`src/rtl/ifu_prefetch_queue.sv`:
```
// Fetch front end: in-order prefetch with a PC-tagged instruction FIFO and redirect flush; push-to-head latency 1 cycle.
// Requests are credit-gated so responses are never back-pressured; a raised request is held until req_ready.

// Small circular FIFO with synchronous active-low reset and flush; head is read straight from storage.
// One-cycle push-to-head latency; caller guarantees no push when full and no pop when empty.
module pq_fifo #(
    parameter int W  = 8,
    parameter int D  = 4,
    parameter int CW = $clog2(D + 1)
) (
    input  logic          clk,
    input  logic          reset,
    input  logic          flush,
    input  logic          push,
    input  logic [W-1:0]  push_dat,
    input  logic          pop,
    output logic [W-1:0]  head_dat,
    output logic [CW-1:0] count
);
    localparam int PW = (D > 1) ? $clog2(D) : 1;

    logic [W-1:0]  mem [D];
    logic [PW-1:0] wr_ptr;
    logic [PW-1:0] rd_ptr;

    // Explicit wrap keeps non-power-of-two depths correct.
    function automatic logic [PW-1:0] bump(input logic [PW-1:0] p);
        return (p == PW'(D - 1)) ? '0 : p + PW'(1);
    endfunction

    always_ff @(posedge clk) begin
        if (push) begin
            mem[wr_ptr] <= push_dat;
        end
    end

    always_ff @(posedge clk) begin
        if (!reset || flush) begin
            wr_ptr <= '0;
            rd_ptr <= '0;
            count  <= '0;
        end else begin
            if (push) begin
                wr_ptr <= bump(wr_ptr);
            end
            if (pop) begin
                rd_ptr <= bump(rd_ptr);
            end
            count <= count + CW'(push) - CW'(pop);
        end
    end

    assign head_dat = mem[rd_ptr];
endmodule

module ifu_prefetch_queue #(
    parameter int                ADDR_W          = 64,
    parameter int                INSTR_W         = 32,
    parameter int                DEPTH           = 4,
    parameter int                MAX_OUTSTANDING = 2,
    parameter logic [ADDR_W-1:0] RESET_PC        = ADDR_W'('h80000000)
) (
    input  logic               clk,
    input  logic               reset,
    input  logic               redirect_valid,
    input  logic [ADDR_W-1:0]  redirect_pc,
    output logic               req_valid,
    output logic [ADDR_W-1:0]  req_addr,
    input  logic               req_ready,
    input  logic               rsp_valid,
    input  logic [INSTR_W-1:0] rsp_data,
    input  logic               rsp_err,
    output logic               instr_valid,
    output logic [INSTR_W-1:0] instr,
    output logic [ADDR_W-1:0]  instr_pc,
    output logic               instr_err,
    input  logic               instr_ready
);
    localparam int                STRIDE     = INSTR_W / 8;
    localparam int                OW         = $clog2(MAX_OUTSTANDING + 1);
    localparam int                CW         = $clog2(DEPTH + 1);
    localparam int                EW         = INSTR_W + 1 + ADDR_W;
    localparam logic [ADDR_W-1:0] ALIGN_MASK = ~ADDR_W'(STRIDE - 1);

    logic              running;
    logic [ADDR_W-1:0] fetch_pc;
    logic              hold_q;
    logic              hold_stale;
    logic [ADDR_W-1:0] hold_addr;
    logic [OW-1:0]     outstanding;
    logic [OW-1:0]     out_next;
    logic [OW-1:0]     drop_cnt;
    logic [CW-1:0]     fifo_count;
    logic              credit_ok;
    logic              acc;
    logic              push;
    logic              pop;
    logic [ADDR_W-1:0] tag_pc;
    logic [EW-1:0]     head;

    // Live in-flight responses plus buffered entries must fit in the FIFO.
    assign credit_ok = (int'(outstanding) < MAX_OUTSTANDING) &&
                       ((int'(outstanding) - int'(drop_cnt) + int'(fifo_count)) < DEPTH);

    assign req_valid = hold_q | (running & credit_ok);
    assign req_addr  = hold_q ? hold_addr : fetch_pc;
    assign acc       = req_valid & req_ready;
    assign push      = rsp_valid & (drop_cnt == '0) & ~redirect_valid;
    assign pop       = instr_valid & instr_ready & ~redirect_valid;
    assign out_next  = outstanding + OW'(acc) - OW'(rsp_valid);

    always_ff @(posedge clk) begin
        if (!reset) begin
            running    <= 1'b0;
            fetch_pc   <= RESET_PC;
            hold_q     <= 1'b0;
            hold_stale <= 1'b0;
            hold_addr  <= '0;
            drop_cnt   <= '0;
        end else begin
            running    <= 1'b1;
            hold_q     <= req_valid & ~req_ready;
            hold_stale <= req_valid & ~req_ready & (hold_stale | redirect_valid);
            if (req_valid & ~req_ready) begin
                hold_addr <= req_addr;
            end
            if (redirect_valid) begin
                drop_cnt <= out_next;
                fetch_pc <= redirect_pc & ALIGN_MASK;
            end else begin
                // A held request that predates a redirect is already dead when it finally goes out.
                drop_cnt <= drop_cnt + OW'(acc & hold_stale)
                                     - OW'(rsp_valid & (drop_cnt != '0));
                if (acc & ~hold_stale) begin
                    fetch_pc <= fetch_pc + ADDR_W'(STRIDE);
                end
            end
        end
    end

    // Tag FIFO occupancy doubles as the outstanding-request count.
    pq_fifo #(
        .W  (ADDR_W),
        .D  (MAX_OUTSTANDING),
        .CW (OW)
    ) u_tag_fifo (
        .clk      (clk),
        .reset    (reset),
        .flush    (1'b0),
        .push     (acc),
        .push_dat (req_addr),
        .pop      (rsp_valid),
        .head_dat (tag_pc),
        .count    (outstanding)
    );

    pq_fifo #(
        .W  (EW),
        .D  (DEPTH),
        .CW (CW)
    ) u_instr_fifo (
        .clk      (clk),
        .reset    (reset),
        .flush    (redirect_valid),
        .push     (push),
        .push_dat ({rsp_data, rsp_err, tag_pc}),
        .pop      (pop),
        .head_dat (head),
        .count    (fifo_count)
    );

    assign instr_valid = (fifo_count != '0);
    assign instr       = head[EW-1 -: INSTR_W];
    assign instr_err   = head[ADDR_W];
    assign instr_pc    = head[ADDR_W-1:0];
endmodule

```
`config.mk`:
```
export PLATFORM = sky130hd
export DESIGN_NAME = ifu_prefetch_queue
export DESIGN_NICKNAME = d
export VERILOG_FILES = /design/src/rtl/ifu_prefetch_queue.sv
export SDC_FILE = /design/constraint.sdc
export NUM_CORES = 1
export LEC_CHECK = 0
export ABC_AREA = 1
export CAP_MARGIN = 20
export CORE_MARGIN = 2
export CORE_UTILIZATION = 46
export CTS_CLUSTER_DIAMETER = 200
export DETAILED_ROUTE_END_ITERATION = 6
export PLACE_DENSITY = 0.66
export SLEW_MARGIN = 25
export SYNTH_ARGS = -nofsm -noshare
export SYNTH_HDL_FRONTEND = slang
export SYNTH_SLANG_ARGS = --single-unit
```
`constraint.sdc`:
```
create_clock -name clk -period 8.8 [get_ports clk]
set_clock_uncertainty 0.1 [all_clocks]
set_input_delay 2.2 -clock clk [delete_from_list [all_inputs] [get_ports clk]]
set_output_delay 2.2 -clock clk [all_outputs]
set_load 0.01 [all_outputs]
```
# == Word level (Yosys, flattened, before mapping) ==
# Memory sizes are Yosys's and may differ from the RTL's. A register that Yosys moved wholly into a read port is not among the register bits.
# Cells that the tools add are included.
# totals
ff_bits,144
ram_bits,516
wordCells,74
n_memories,2
# classes
n_addsub,13
magnitude_cmp,2
n_eq_ne,2
mux,17
n_bitwise,17
n_reduce_logical,8
# memory_table
memory,words,word_bits,rd,rd_ports_with_merged_regs,write_ports,line,source
u_instr_fifo.mem,4,97,1,1,1,22,logic [W-1:0] mem [D];
u_tag_fifo.mem,2,64,1,1,1,22,
# op_table
operator,count
$mux 64,3
$add 64x3->64 const B,1
$and 1x1->1,11
$mux 2,5
$mux 1,9
$add 3x4->5,1
$lt 5x4->1 const B,1
$add 2x1->2,2
$add 2x1->2 const B,2
$eq 2x2->1 const B,2
$not 1->1,4
$reduce_bool 2->1,2
$sub 2x1->2,2
$add 3x1->3,1
$reduce_bool 3->1,1
$sub 2x2->3,1
$sub 3x1->3,1
$add 1x1->1 const B,2
$logic_not 2->1,1
$lt 2x2->1 const B,1
$or 1x1->1,2
$reduce_or 2->1,1
$logic_and 1x1->1,1
$logic_not 1->1,1
$logic_or 1x1->1,1

# == Depth between registers and ports, before layout ==
# Gate-level depths: netlist of run 1.
# depth
word_depth,11
ltp_mapped,18
mapped_depth_nobuf,18

# == By module ==
# A second synthesis of run 1 with hierarchy kept.
# hier_totals
hier_cells,2823
hier_area_um2,29899.9
# modules_own_cells
mod,instances,cells_each,area_per_inst_um2,seq_area_each_um2
pq_fifo (u_instr_fifo),1,1191,16339.4,11831.3
ifu_prefetch_queue,1,1402,8415.6,2622.5
pq_fifo (u_tag_fifo),1,230,5144.9,3943.8

# == Worst setup path after synthesis of run 1 ==
# OpenSTA, ideal clock, no wires.
# synth_timing
path_kind,input port to flip-flop
start,in redirect_valid
end,mem u_instr_fifo.mem[0][0] in the netlist's numbering (enable)
setup_ns,0.554
t_arrival_ns,6.899
required_ns,8.146
path_slack_ns,1.247
path_stages,5
path_buffers,2
path_cell_list,buf_2 inv_2 buf_2 nand2_1 nor2_1
# synth_between
elab_chain_cells,4
# synth_rtl
element,line,source
from (decl),65,"input logic redirect_valid,"
$not 1->1,108,assign push = rsp_valid & (drop_cnt == '0) & ~redirect_valid;
$and 1x1->1,108,
$mux 1,32,if (push) begin
$mux 1 (implied by the code),33,mem[wr_ptr] <= push_dat;
to (decl),22,
# Every way passes these cells.

==> results of run 1 <==
kinds of logic after synthesis:
kind of cell | count (synthesis) | synth area share [%]
AO/OA/AOI/OAI | 532 | 10.26
AND/OR/NAND/NOR | 1007 | 14.85
adder cells (fa/ha/maj) | 16 | 0.7798
buffers and inverters | 284 | 4.198
multiplexers | 65 | 2.648
flip-flops | 661 | 66.67
XOR/XNOR | 19 | 0.6030
worst paths after layout:
| check | start | to | slack [ns] | depth (start not counted) |
|---|---|---|---|---|
| min | hold_addr[9] | hold_addr[9] | 0.35 | 2 |
| max reg2reg | drop_cnt[0] | u_tag_fifo.mem[1][42] | 5.06 | 12 |
| max | flop | instr_pc[21] | 2.75 | 5 |
| min reg2reg | hold_addr[9] | hold_addr[9] | 0.35 | 2 |
registers in the layout (all words and copies together) (netlist names), named ones only:
name / count
hold_addr: 64
u_instr_fifo.mem: 388
hold_q: 1
u_tag_fifo.count: 2
hold_stale: 1
u_tag_fifo.wr_ptr: 1
u_tag_fifo.mem: 128
u_tag_fifo.rd_ptr: 1
u_instr_fifo.wr_ptr: 2
u_instr_fifo.rd_ptr: 2
u_instr_fifo.count: 3
drop_cnt: 2
fetch_pc: 62
running: 1
cells in the mapped netlist, drive strengths merged (6+ instances only):
library cell  instances
nand3                93
nand2               395
nor3                 12
clkbuf               89
inv                 152
nor2                491
xor2                 13
o22ai                98
ha                   14
buf                  41
edfxtp              516
o21ai               363
mux2                 64
a21oi                56
dfxtp               145
nand4                11
xnor2                 6
cell usage in the layout (no fill, tap or decap), drive strengths merged, types with 2 or more instances in the layout:
cell type,netlist,layout
or2,2,2
mux2,64,64
buf,41,29
a211oi,3,3
clkinv,2,32
o22ai,98,98
clkdlybuf4s50,0,261
nand2,395,395
dfxtp,145,145
xnor2,6,6
clkbuf,89,82
edfxtp,516,516
nand3,93,93
o21bai,3,3
nor3,12,12
a21oi,56,56
nand4,11,11
bufinv,0,7
clkinvlp,0,4
a31oi,4,4
xor2,13,13
ha,14,14
nor2,491,491
o31ai,2,2
inv,152,157
fa,2,2
o21ai,363,363
stage by stage:
stage / std cells / hold WS, ns
3_3_place_gp: 3517 / 0.3345
6_report: 3645 / 0.3505
4_1_cts: 3645 / 0.3480
5_1_grt: 3645 / 0.3650
2_1_floorplan: 2584 / 0.3245
3_5_place_dp: 3517 / 0.3395
where the power goes:
part	switching [W]	internal, W
sequential	0.0000936	0.00361
clock	0.00121	0.00174
combinational	0.000546	0.000339
layout make-up:
type	instances	area, µm²
fillers	5018	25960
flip-flops and latches	661	18410
multi-input cells	1639	8088
repair buffers	290	2829
clock buffers	82	1871
well taps	773	967.2
inverters	154	585.6
clock inverters	46	427.9
routing by layer:
metal / vias up / track usage, %
met3: 93 / 3.229
met4: 0 / 7.948
met1: 9563 / 33.94
met5: - / 0
li1: 9419 / -
met2: 643 / 40.50
worst min-delay path, stage by stage (launching register included):
cell     delay (ns)
dfxtp_1        0.30
inv_1          0.06
a21oi_1        0.05
==> impl_summary.txt, run 1 <==
----------------------------------------------------
[Pwr]
  Static Leak ... 11.62 nW
  Cell Pwr Density ... 227.0 nW/µm²
  Total Power ... 0.007529 W
  Maximum VDD drop ... 0.0001187 V

[Cells and area]
  Final std cell area, no fill ... 33170 µm²
  Final cell utilization of the core ... 56.10%
  Share of layout cells above drive strength 1 ... 8.948%
  Count of inserted antenna diode cells ... 0
  Number of nets at the end of the flow ... 2935
  Signed area change from the synthesized netlist to the final layout ... 20.21%

[Floorplanning]
  Die Wd ... 248.9 µm
  Top-level I/O count ... 266
  Initial cell density of the core ... 46.67%
  Chip height ... 248.9 µm
  Core Footprint ... 59130 µm²
  Site Rows ... 89
  Overall die area ... 61970 µm²

[Synth]
  Biggest area consumer among synthesized cells ... edfxtp_1
  Leading cell types by total area after synthesis ... edfxtp_1 (56%), dfxtp_1 (11%), nor2_1 (6.5%)
  Async S/R FF share, synth ... 0%
  Flip-flop cell with the highest count after synthesis ... edfxtp_1
  Synthesized netlist cell count ... 2584
  Post-synth cell types ... 47
  Combined area of all synthesized cells ... 27600 µm²
  Post-synth net total ... 2703
  Post-synthesis sequential area ratio ... 66.67%
  Number of synthesized register bits ... 661
  Number of enable flip-flop cells after synthesis ... 516
  Warnings from Yosys ... 0
  Area fraction of the dominant cell type after synthesis ... 56.15%
  Mapped Avg Cell Area ... 10.68 µm²

[Placement]
  Dpl ws ... 3.098 ns
  Placer's final routability congestion estimate ... 0.9322
  Cell area after placement ... 30870 µm²
  Detailed-placement wirelength estimate ... 50370 µm
  Count of port buffers added during placement ... 263

[Clock network]
  Post-CTS resize count ... 0
  Number of hold-repair buffers added at the cts stage ... 0
  H-tree depth ... 3
  CTS Buffer Depth ... 3
  Latest clock arrival within the worst-skew pair ... 0.60 ns
  Inserted Clock Buffers ... 70
  Worst-path clk slew ... 0.06 ns
  Post-CTS setup repair buffer count ... 0
  TritonCTS clock tree ... built
  Master cell of the clock root buffer ... clkbuf_16
  Number of clock sinks ... 661

[Timing]
  Number of max-slew violations in the final report ... 0
  Total negative setup slack ... 0 ns
  Max Clock Freq ... 0.1653 GHz
  Worst Tran Pin Value ... 1.135 ns
  Total of endpoints with negative setup slack in the final report ... 0
  Worst Setup Slack, final ... 2.752 ns
  Hold Fails Final Rpt ... 0
  Final worst path period share ... 68.73%
  Unrepaired setup endpoints after global routing ... no
  Worst slew margin ... 23.51%
  Minimum clock period after layout ... 6.048 ns

[Setup path]
  Arrival time of the worst setup path ... 3.75 ns
  CP max stage delay ... 0.80 ns
  Kind of end point of the critical path ... output pin
  Chain of cells forming the critical path ... inv_6 -> buf_4 -> o21ai_0 -> o22ai_1 -> clkdlybuf4s50_1
  Critical Path Source Type ... flop
  Slowest stage cell on the critical path ... buf_4
  Worst path bufs/invs ... 3
  Critical path class ... flop to output pin
  Max FO, Critical Path ... 107
  WP data required ... 6.50 ns
  Critical path's top delay family ... buffers and inverters

[Hold path]
  Hold Crit Class ... flop to flop

[Route]
  Total wirelength of the detailed-routed design ... 77730 µm
  Detail Route met2 WL ... 37040 µm
  DR iter-0 viols ... 1572
  Drc violations ... 0
  Routed wl met3 ... 4827 µm
  Detailed-routing wirelength on met1 ... 33870 µm
  Number of detailed-route iterations in the first pass ... 5
  Total vias in the final route ... 19718
  Highest metal layer with signal wires ... met4
  Post-DR vias/cell ... 5.410
  Antenna viol nets, final ... 0
  WL per Instance ... 21.32 µm

[Flow run]
  Max-cap viol count ... 0

[Outcome]
  Result of the run ... finished clean

[GRT]
  Vias in the first global route ... 18804
  Antenna violations before repair ... 0
  Congestion Overflow GR ... 0
  Overall track demand over capacity in global routing ... 24.60%
  Global-route wire length before repair ... 115100 µm
  Pin count of the biggest net entering global routing ... 108

----------------------------------------------------
Power figures use the tool's default switching activity.
==> run 2: changes to the inputs <==
clock period = 6.2 ns   (was 8.8 ns; I/O delays follow)
==> run 2 against run 1 <==
Effect of this change:
- via count rose by 0.21%
- setup slack got worse by 1.6 ns
- count of clock-buffer cells in the layout rose by 9
- first-iteration DRC count fell by 4.6%
- flip-flop and latch count did not move
- global-route usage fell by 0.40 points
- die area did not move
- critical path depth fell by 2
- worst hold slack improved by 0.0016 ns
- final area rose by 0.46%
- sequential power rose by 42%
==> impl_summary.txt, run 2 (synthesized netlist as in run 1, its figures left out) <==
----------------------------------------------------
[Outcome]
  Result of the run ... finished clean

[Clock network]
  H-tree depth ... 3 (unchanged)
  Inserted Clock Buffers ... 69 (-1.4%)
  Worst-path clk slew ... 0.06 ns (about the same)
  Number of hold-repair buffers added at the cts stage ... 0 (unchanged)
  Number of clock sinks ... 661 (unchanged)
  Latest clock arrival within the worst-skew pair ... 0.60 ns (about the same)
  Post-CTS setup repair buffer count ... 0 (unchanged)
  Post-CTS resize count ... 0 (unchanged)
  CTS Buffer Depth ... 3 (unchanged)
  TritonCTS clock tree ... built
  Master cell of the clock root buffer ... clkbuf_16

[Setup path]
  WP data required ... 4.55 ns (-1.95 ns)
  Arrival time of the worst setup path ... 3.36 ns (-0.39 ns)
  Kind of end point of the critical path ... output pin
  Critical path class ... flop to output pin
  Critical Path Source Type ... flop
  Max FO, Critical Path ... 27 (-75%)

[GRT]
  Global-route wire length before repair ... 114500 µm (-0.54%)
  Antenna violations before repair ... 0 (unchanged)
  Overall track demand over capacity in global routing ... 24.20% (-0.40 points)
  Congestion Overflow GR ... 0 (unchanged)
  Vias in the first global route ... 19246 (+2.4%)
  Pin count of the biggest net entering global routing ... 107 (-0.93%)

[Timing]
  Worst Tran Pin Value ... 1.032 ns (-0.1037 ns)
  Unrepaired setup endpoints after global routing ... no
  Total negative setup slack ... 0 ns (unchanged)
  Total of endpoints with negative setup slack in the final report ... 0 (unchanged)
  Final worst path period share ... 80.77%
  Number of max-slew violations in the final report ... 0 (unchanged)
  Min Hold Slack ... 0.3521 ns (+0.001608 ns)
  Max Clock Freq ... 0.1997 GHz
  Minimum clock period after layout ... 5.007 ns
  Worst slew margin ... 31.22% (+7.7 points)
  Hold Fails Final Rpt ... 0 (unchanged)

[Route]
  Post-DR vias/cell ... 5.392 (-0.33%)
  Detailed-routing wirelength on met1 ... 32390 µm (-4.4%)
  Routed wl met3 ... 5123 µm (+6.1%)
  DR iter-0 viols ... 1500 (-4.6%)
  Number of detailed-route iterations in the first pass ... 5 (unchanged)
  Total wirelength of the detailed-routed design ... 75730 µm (-2.6%)
  Drc violations ... 0 (unchanged)
  Highest metal layer with signal wires ... met4
  Detail Route met2 WL ... 35700 µm (-3.6%)
  Total vias in the final route ... 19760 (+0.21%)
  WL per Instance ... 20.66 µm (-3.1%)
  Antenna viol nets, final ... 0 (unchanged)

[Cells and area]
  Flip-flop count of the largest register, all copies and words added ... 388 (unchanged)
  Commonest non-fill, non-tap cell in the layout ... edfxtp_1
  Biggest registers after layout ... u_instr_fifo.mem x388, u_tag_fifo.mem x128, hold_addr x64
  Combined flip-flop and latch cell area ... 18410 µm² (unchanged)
  Number of nets at the end of the flow ... 2958 (+0.78%)
  Commonest non-fill, non-tap cells in the layout ... edfxtp_1 (516), nor2_1 (470), nand2_1 (383)
  Total area of multi-input combinational cells ... 8088 µm² (unchanged)
  Count of inserted antenna diode cells ... 0 (unchanged)
  Share of layout cells above drive strength 1 ... 9.302% (+0.35 points)
  Number of standard cells in the final layout excluding fillers ... 3665 (+0.55%)
  Filler cell count in the final layout ... 4983 (-0.70%)
  Signed area change from the synthesized netlist to the final layout ... 20.77%
  Largest Register ... u_instr_fifo.mem

[Floorplanning]
  Site Rows ... 89 (unchanged)
  Initial cell density of the core ... 46.67% (unchanged)
  Top-level I/O count ... 266 (unchanged)
  Chip height ... 248.9 µm (unchanged)
  Core Footprint ... 59130 µm² (unchanged)
  Overall die area ... 61970 µm² (unchanged)
  Die Wd ... 248.9 µm (unchanged)

[Pwr]
  Cell Pwr Density ... 311.4 nW/µm² (+37%)
  Sw Pwr ... 0.002560 W (+39%)
  Part of the power in combinational logic ... 12.3% (+0.5 points)
  Power Internal ... 0.007819 W (+38%)
  Clock group share of total power ... 37.2% (-1.9 points)
  Static Leak ... 11.70 nW (+0.69%)
  Sequential cell fraction of total power ... 50.6% (+1.4 points)
  Share of total power consumed by net switching ... 24.67% (+0.15 points)
  Maximum VDD drop ... 0.0001827 V (+54%)

[Placement]
  Detailed-placement wirelength estimate ... 51410 µm (+2.1%)
  Placer's final routability congestion estimate ... 0.9867 (+5.8%)
  Count of port buffers added during placement ... 263 (unchanged)
  Number of instances in the placed design ... 3540 (+0.65%)

[Hold path]
  Hold Crit Class ... flop to flop

[Flow run]
  Max-cap viol count ... 0 (unchanged)

----------------------------------------------------
==> run 2: changes by cell type in the layout (fill, tap and decap cells not counted), sizes merged <==
cell	change
buf	+24
clkbuf	+9
bufinv	-5
clkinvlp	-3
clkinv	-5
==> run 2: cell type report <==
class                           count  area share [%]
Sequential cell                   661           55.23
Multi-Input combinational cell   1639           24.27
Timing Repair Buffer              314           9.566
Clock buffer                       91           5.553
Tap cell                          773           2.902
Inverter                          154           1.742
Clock inverter                     33          0.7434
==> run 2: metrics by stage <==
step	power [W]	worst slack [ns]	util [%]	cell area, µm²
detailed placement	0.006612	1.843	52.77	31200
global route	0.01078	1.103	56.36	33330
floorplan	0.006001	-0.7029	-	27600
CTS	0.01046	1.242	56.32	33300
finish	0.01038	1.193	56.36	33330
global placement	0.006568	1.876	52.77	31200
==> run 2: worst paths after layout <==
| check | startpoint | end | slack, ns | cells after the start |
|---|---|---|---|---|
| min | hold_addr[12] | hold_addr[12] | 0.35 | 2 |
| min reg2reg | hold_addr[12] | hold_addr[12] | 0.35 | 2 |
| max reg2reg | drop_cnt[0] | u_tag_fifo.mem[0][58] | 2.71 | 12 |
| max | hold_q | req_addr[14] | 1.19 | 3 |
==> run 2: power by group through the flow <==
stage / Sequential (W) / Combinational (W) / Clock (W)
floorplan: 0.00531 / 0.000689 / 0
global placement: 0.00533 / 0.00124 / 0
detailed placement: 0.00534 / 0.00127 / 0
CTS: 0.00525 / 0.00128 / 0.00393
global route: 0.00527 / 0.00139 / 0.00412
finish: 0.00525 / 0.00127 / 0.00386
==> run 2: worst max-delay path, stage by stage (launching register included) <==
cell,delay [ns]
dfxtp_2,0.32
clkinv_1,0.73
o21ai_0,1.02
clkdlybuf4s50_1,0.68
==> run 2: per-layer routing <==
layer | global-route usage [%] | vias up
met5 | 0 | -
met4 | 9.177 | 0
met3 | 3.762 | 111
met2 | 39.29 | 658
met1 | 32.94 | 9526
li1 | - | 9465
